File: config.mk
export PLATFORM = sky130hd
export DESIGN_NAME = line_window_gen
export DESIGN_NICKNAME = d
export VERILOG_FILES = /design/src/rtl/line_window_gen.sv
export SDC_FILE = /design/constraint.sdc
export NUM_CORES = 1
export LEC_CHECK = 0
export ABC_AREA = 1
export ABC_CLOCK_PERIOD_IN_PS = 9700
export BUFFER_PORTS_ARGS = -buffer_cell sky130_fd_sc_hd__buf_4
export CORE_MARGIN = 2
export CORE_UTILIZATION = 45
export DETAILED_ROUTE_END_ITERATION = 10
export GPL_TIMING_DRIVEN = 0
export HOLD_SLACK_MARGIN = 0.06
export SYNTH_ARGS = -nofsm -noshare
export SYNTH_HDL_FRONTEND = slang
export SYNTH_SLANG_ARGS = --single-unit
File: constraint.sdc
create_clock -name clk -period 9.7 [get_ports clk]
set_input_delay 0.485 -clock clk [delete_from_list [all_inputs] [get_ports clk]]
set_output_delay 0.485 -clock clk [all_outputs]
set_load 0.02 [all_outputs]
File: src/rtl/line_window_gen.sv
// Streaming 3x3 window generator: two line buffers plus a 3x3 column shift
// register, emitting interior windows only, with valid/ready on both sides.
module line_window_gen #(
  parameter int PIX_W = 8,
  parameter int IMG_W = 8,
  parameter int IMG_H = 8
) (
  input  logic               clk,
  input  logic               RESET,
  input  logic               start,
  input  logic [PIX_W-1:0]   pix_in,
  input  logic               pix_valid,
  output logic               pix_ready,
  output logic [9*PIX_W-1:0] win_out,
  output logic               win_valid,
  input  logic               win_ready,
  output logic               complete
);

  localparam int CW = (IMG_W > 1) ? $clog2(IMG_W) : 1;
  localparam int RW = (IMG_H > 1) ? $clog2(IMG_H) : 1;
  localparam logic [CW-1:0] COL_LAST = CW'(IMG_W - 1);
  localparam logic [RW-1:0] ROW_LAST = RW'(IMG_H - 1);

  typedef enum logic [1:0] {IDLE, RUN, DRAIN, DONE} state_t;

  state_t state_reg, state_next;

  logic [CW-1:0] col_reg;
  logic [RW-1:0] row_reg;

  logic [PIX_W-1:0] lb1 [IMG_W];
  logic [PIX_W-1:0] lb2 [IMG_W];

  // Per window row (0=top .. 2=bottom): sh0 holds column c-2, sh1 column c-1.
  logic [PIX_W-1:0] sh0_reg [3];
  logic [PIX_W-1:0] sh1_reg [3];
  logic [PIX_W-1:0] new_col [3];

  logic [9*PIX_W-1:0] win_next;
  logic [9*PIX_W-1:0] win_out_reg;
  logic               win_valid_reg;
  logic               complete_reg;

  logic pix_acc, win_acc, last_pix, emit, restart;

  assign pix_acc  = pix_valid && pix_ready;
  assign win_acc  = win_valid_reg && win_ready;
  assign last_pix = (row_reg == ROW_LAST) && (col_reg == COL_LAST);
  assign emit     = pix_acc && (row_reg >= RW'(2)) && (col_reg >= CW'(2));
  assign restart  = start && ((state_reg == IDLE) || (state_reg == DONE));

  assign new_col[0] = lb2[col_reg];
  assign new_col[1] = lb1[col_reg];
  assign new_col[2] = pix_in;

  // State register
  always_ff @(posedge clk) begin
    if (!RESET) state_reg <= IDLE;
    else        state_reg <= state_next;
  end

  // Next-state logic; start is only honoured in IDLE and DONE.
  always_comb begin
    state_next = state_reg;
    case (state_reg)
      IDLE:    if (start) state_next = RUN;
      RUN:     if (pix_acc && last_pix) state_next = DRAIN;
      DRAIN:   if (win_acc) state_next = DONE;
      DONE:    if (start) state_next = RUN;
      default: state_next = IDLE;
    endcase
  end

  // Output logic: a pixel may enter only if its window slot is free or draining now.
  always_comb begin
    pix_ready = (state_reg == RUN) && (!win_valid_reg || win_ready);
  end

  always_ff @(posedge clk) begin
    if (!RESET) begin
      col_reg <= '0;
      row_reg <= '0;
    end else if (restart) begin
      col_reg <= '0;
      row_reg <= '0;
    end else if (pix_acc) begin
      if (col_reg == COL_LAST) begin
        col_reg <= '0;
        row_reg <= (row_reg == ROW_LAST) ? '0 : row_reg + RW'(1);
      end else begin
        col_reg <= col_reg + CW'(1);
      end
    end
  end

  // Line buffers are not reset: rows 0..1 of a new frame overwrite them before use.
  always_ff @(posedge clk) begin
    if (pix_acc) begin
      lb1[col_reg] <= pix_in;
      lb2[col_reg] <= lb1[col_reg];
    end
  end

  generate
    for (genvar gi = 0; gi < 3; gi++) begin : g_row
      always_ff @(posedge clk) begin
        if (pix_acc) begin
          sh0_reg[gi] <= sh1_reg[gi];
          sh1_reg[gi] <= new_col[gi];
        end
      end
      assign win_next[(3*gi+0)*PIX_W +: PIX_W] = sh0_reg[gi];
      assign win_next[(3*gi+1)*PIX_W +: PIX_W] = sh1_reg[gi];
      assign win_next[(3*gi+2)*PIX_W +: PIX_W] = new_col[gi];
    end
  endgenerate

  always_ff @(posedge clk) begin
    if (!RESET) begin
      win_out_reg   <= '0;
      win_valid_reg <= 1'b0;
      complete_reg  <= 1'b0;
    end else begin
      if (emit) begin
        win_out_reg   <= win_next;
        win_valid_reg <= 1'b1;
      end else if (win_acc) begin
        win_valid_reg <= 1'b0;
      end
      complete_reg <= (state_next == DONE);
    end
  end

  assign win_out   = win_out_reg;
  assign win_valid = win_valid_reg;
  assign complete  = complete_reg;

endmodule

Word-level counts from Yosys, hierarchy flattened
Memory sizes are Yosys's and may differ from the RTL's. A register that Yosys moved wholly into a read port is not among the register bits.
Index checks and enable logic that the tools add are counted.
{ "word_totals": {"n_memories": 4, "word_cells": 54, "out_inout_bits": 75, "ff_bits": 82, "input_bits": 13, "ramBits": 176} }
{ "classes": {"bitwise": 1, "reduce_logical": 19, "n_mux": 14, "n_lt_le_gt_ge": 2, "n_addsub": 2, "eq_ne": 6} }
{ "mem_list": {"columns": ["name", "words", "width", "read_ports", "rd_ports_with_merged_regs", "wr", "line_no", "text"], "rows": [
  ["lb1", 8, 8, 1, 1, 1, "32", "logic [PIX_W-1:0] lb1 [IMG_W];"],
  ["lb2", 8, 8, 1, 1, 1, "33", "logic [PIX_W-1:0] lb2 [IMG_W];"],
  ["sh0_reg", 3, 8, 3, 3, 3, "36", "logic [PIX_W-1:0] sh0_reg [3];"],
  ["sh1_reg", 3, 8, 3, 0, 3, "37", "logic [PIX_W-1:0] sh1_reg [3];"]
]} }
{ "op_table": {"columns": ["op", "n"], "rows": [
  ["$mux 3", 6],
  ["$logic_and 1x1->1", 8],
  ["$add 3x1->3 const B", 2],
  ["$eq 2x2->1 const B", 3],
  ["$eq 3x3->1 const B", 2],
  ["$ge 3x2->1 const B", 2],
  ["$mux 2", 3],
  ["$pmux 2 s3", 1],
  ["$logic_not 1->1", 4],
  ["$mux 1", 4],
  ["$reduce_or 2->1", 2],
  ["$eq 2x1->1 const B", 1],
  ["$logic_not 2->1", 1],
  ["$logic_or 1x1->1", 2],
  ["$reduce_and 2->1", 1],
  ["$reduce_bool 2->1", 1],
  ["$not 1->1", 1]
]} }

Depth between registers and ports, before layout
{ "depth": {"word_depth": 8, "mapped_depth": 11, "mapped_depth_nobuf": 9} }

Least setup slack after synthesis
Ideal clock, no wire load.
{ "synth_path": {"kind": "register -> register", "startpoint": "reg state_reg[1]", "endpoint": "mem lb1[1][0] (enable)", "setup_slack_ns": 6.475, "stages_incl_launch_ff": 7, "arrival_time_ns": 2.836, "required_ns": 9.311, "period_less_slack_ns": 3.225, "path_buffers": 0, "setup_ns": 0.389, "path_cell_list": "dfxtp_1 -> inv_1 -> ha_1 -> nand3_4 -> inv_1 -> nand2_1 -> nor2_1"} }
{ "synth_via": {"elab_chain_cells": 5} }
{ "synth_lines": {"columns": ["item", "line_no", "text"], "rows": [
  ["start: declaration", "27", "state_t state_reg, state_next;"],
  ["start signal: assignment", "60", "else state_reg <= state_next;"],
  ["$eq 2x1->1", "77", "pix_ready = (state_reg == RUN) && (!win_valid_reg || win_ready);"],
  ["$logic_and 1x1->1", "77", null],
  ["$logic_and 1x1->1", "47", "assign pix_acc = pix_valid && pix_ready;"],
  ["net pix_acc", "45", "logic pix_acc, win_acc, last_pix, emit, restart;"],
  ["$mux 1", "99", "if (pix_acc) begin"],
  ["$mux 1 (implied by the code)", "100", "lb1[col_reg] <= pix_in;"],
  ["end: declaration", "32", null]
]} }
The timed path passes the listed nets, and every way through them passes these cells.

Final worst setup path
{ "layout_path": {"startpoint": "reg state_reg[1]", "endpoint": "mem lb2[3][4] (enable)"} }
{ "layout_via": {"elab_chain_cells": 5} }
{ "layout_lines": {"columns": ["item", "line_no", "text"], "rows": [
  ["$eq 2x1->1", "77", null],
  ["$logic_and 1x1->1", "77", null],
  ["$logic_and 1x1->1", "47", null],
  ["net pix_acc", "45", null],
  ["$mux 1", "99", null],
  ["$mux 1 (implied by the code)", "101", "lb2[col_reg] <= lb1[col_reg];"],
  ["end: declaration", "33", null]
]} }
The timed path passes the listed nets, and every way through them passes these cells.

==> impl_metrics.tcl <==
set metrics [dict create \
    ys_ff_latch 261 \
    switching_power_mw 0.6965 \
    path_cells "inv_1 -> ha_1 -> nand3_4 -> inv_2 -> nand2_1 -> nor2_2" \
    port_buffers 86 \
    cts_buffers 28 \
    p_seq_frac 0.486 \
    min_period_ns 2.496 \
    cp_max_fo 16 \
    finalCritPeriodShare 0.2573 \
    netlist.area_leader.share 0.5159 \
    synth_area_leaders "edfxtp_1, dfxtp_1, inv_1" \
    ys_warn_count 0 \
    drc 0 \
    rsz0062_at_grt "no" \
    setup_viol 0 \
    netlist_instances 1013 \
    clk_pin_slew_ns 0.06 \
    fin_hold_ws_ns 0.2286 \
    vdd_drop_max_mv 0.1035 \
    syn_avg_cell_area_um2 10.11 \
    cts_tree "yes" \
    largest_reg_flops 72 \
    setup_tns_ns 0 \
    grt_max_degree 42 \
    power_leakage_nw 5.395 \
    clockBufferDepth 3 \
    drive_gt1_frac 0.1505 \
    end_kind "flop" \
    synthesis.nets 1035 \
    switching_share 0.2585 \
    drv_cap 0 \
    grt_util_all_layers 0.1967 \
    synth_top_cell_by_area "edfxtp_1" \
    fp.coreArea_um2 22500 \
    crit_buf_inv 2 \
    synth.distinct_cells 21 \
    criticalPathCategory "reg2reg" \
    clock_power_share 0.387 \
    antenna_cells 0 \
    slew_headroom 0.3822 \
    die_y_um 154.9 \
    finalPower_mw 2.695 \
    die_x_um 154.9 \
    status "complete, no violations" \
    yosys-top-cells-count "inv_1, edfxtp_1, nand2_1" \
    die_area_um2 23990 \
    post-place-ws_ns 6.851 \
    post-cts-setup-buffer-count 0 \
    fin_nets 1156 \
    post-route-cell-area_um2 12260 \
    vias 6969 \
    fp-row-count 55 \
    synth_edf_count 176 \
    cts-htree-levels 1 \
    synth_seq_area_share 0.6821 \
    combPwrFrac 0.127 \
    cts_resized 0 \
    insertion_delay_ns 0.53 \
    drtIter0Drc 525 \
    first_global_vias 6599 \
    gp_congestion 0.8144 \
    critPathTopFamily "simple AND/OR/NAND/NOR gates" \
    cpPeakStageDelay_ns 0.76 \
    placed_area_um2 11340 \
    cp.required_ns 9.84 \
    syn-cell-area_um2 10240 \
    synthFlopType "edfxtp_1" \
    grt_overflow 0 \
    worstPathArrival_ns 2.64 \
    wl_mm 23.53 \
    min_path_type "in2reg" \
    cts_root_buf "clkbuf_16" \
    slew_violations 0 \
    cts_hold_buf 0 \
    ant_nets 0 \
    wl_per_cell_um 16.33 \
    critPathLaunchType "flop" \
    skew_ns 0.01466 \
    fill_cells 2011 \
    fmax_ghz 0.4006 \
    vias_per_cell 4.836 \
    clock-sinks 261 \
    fin_ws_ns 7.204 \
    dp_hpwl_mm 16.24 \
    grt_pass1_wl_mm 36.56 \
    firstDrtPassIters 5 \
    synth_most_common_cell "inv_1" \
    pin_count 88 \
    layout-area-overhead-vs-synth_pct 19.65 \
    crit_slowest_cell "nor2_2" \
    async_reset_ff_frac 0 \
    p_int_mw 1.998 \
    grt_antenna_before_repair 0 \
    initial_core_util 0.4552 \
    finalHoldViolations 0 \
    p_per_area_nw_per_um2 219.8 \
    tightest_slew_ns 0.9257 \
]
[placed cells by master, fill, tap and decap left out, types with 9 or more instances in the layout]
cell and n:
inv_1 177, edfxtp_1 176, dfxtp_1 85, nand3_1 96
a21oi_1 24, clkbuf_1 30, buf_4 86, nand2_1 175
o21ai_0 79, clkbuf_16 28, ha_1 9, nor2_2 9
nor2_1 125, buf_2 21
[power groups by stage]
stage	Clock [mW]	Combinational [mW]	Sequential [mW]
3_3_place_gp	0	0.324	1.34
2_1_floorplan	0	0.201	1.33
6_report	1.04	0.342	1.31
5_1_grt	1.10	0.378	1.31
3_5_place_dp	0	0.340	1.33
4_1_cts	1.06	0.342	1.31
[worst paths after layout]
path	from	endpoint	slack (ns)	cells after the start
hold reg to reg	sh1_reg[0][20]	sh0_reg[2][4]	0.44	0
setup / recovery	state_reg[1]	lb2[3][4]	7.20	6
setup reg to reg	state_reg[1]	lb2[3][4]	7.20	6
hold / removal	pix_in[1]	lb1[0][1]	0.23	1
[logic make-up (layout without fill, tap and decap cells)]
| group | after synthesis | after routing | share of synthesized area |
|---|---|---|---|
| AOI/OAI and AO/OA | 104 | 104 | 0.05106 |
| adders and majority gates | 9 | 9 | 0.01099 |
| buffers and inverters | 228 | 371 | 0.08904 |
| DFF | 261 | 261 | 0.6821 |
| and+or+nand+nor | 411 | 411 | 0.1668 |
[stage by stage]
stage | instances | utilization
after CTS | 1441 | 0.5446
after detailed placement | 1389 | 0.5041
after floorplan | 1013 | -
after global routing | 1441 | 0.5447
final | 1441 | 0.5447
after global placement | 1384 | 0.4998
[layout make-up]
cell class                 count  area (µm²)  share of cell area
inverter                     181       679.4             0.05543
tap                          285       356.6             0.02909
buffer                        47       232.7             0.01899
clock inverter                 8       100.1            0.008167
clock buffer                  44       810.8             0.06615
multi-input combinational    524        2365              0.1929
timing repair buffer          91       725.7             0.05921
sequential                   261        6987              0.5700
[worst register-to-register path, delay by kind of cell (launching register included)]
family / cells / cell delay (ns)
fa+ha+maj: 1 / 0.23
buf+inv: 2 / 0.39
simple gates: 3 / 1.18
flops: 1 / 0.33
[layer usage]
| metal | share of wire | global-route usage | vias to the layer above |
|---|---|---|---|
| met5 | 0 | 0 | - |
| met4 | 0.023 | 0.05511 | 0 |
| met3 | 0.054 | 0.02786 | 44 |
| met2 | 0.47 | 0.3255 | 183 |
| met1 | 0.46 | 0.2735 | 3255 |
| li1 | - | - | 3487 |
Power figures use the tool's default switching activity.
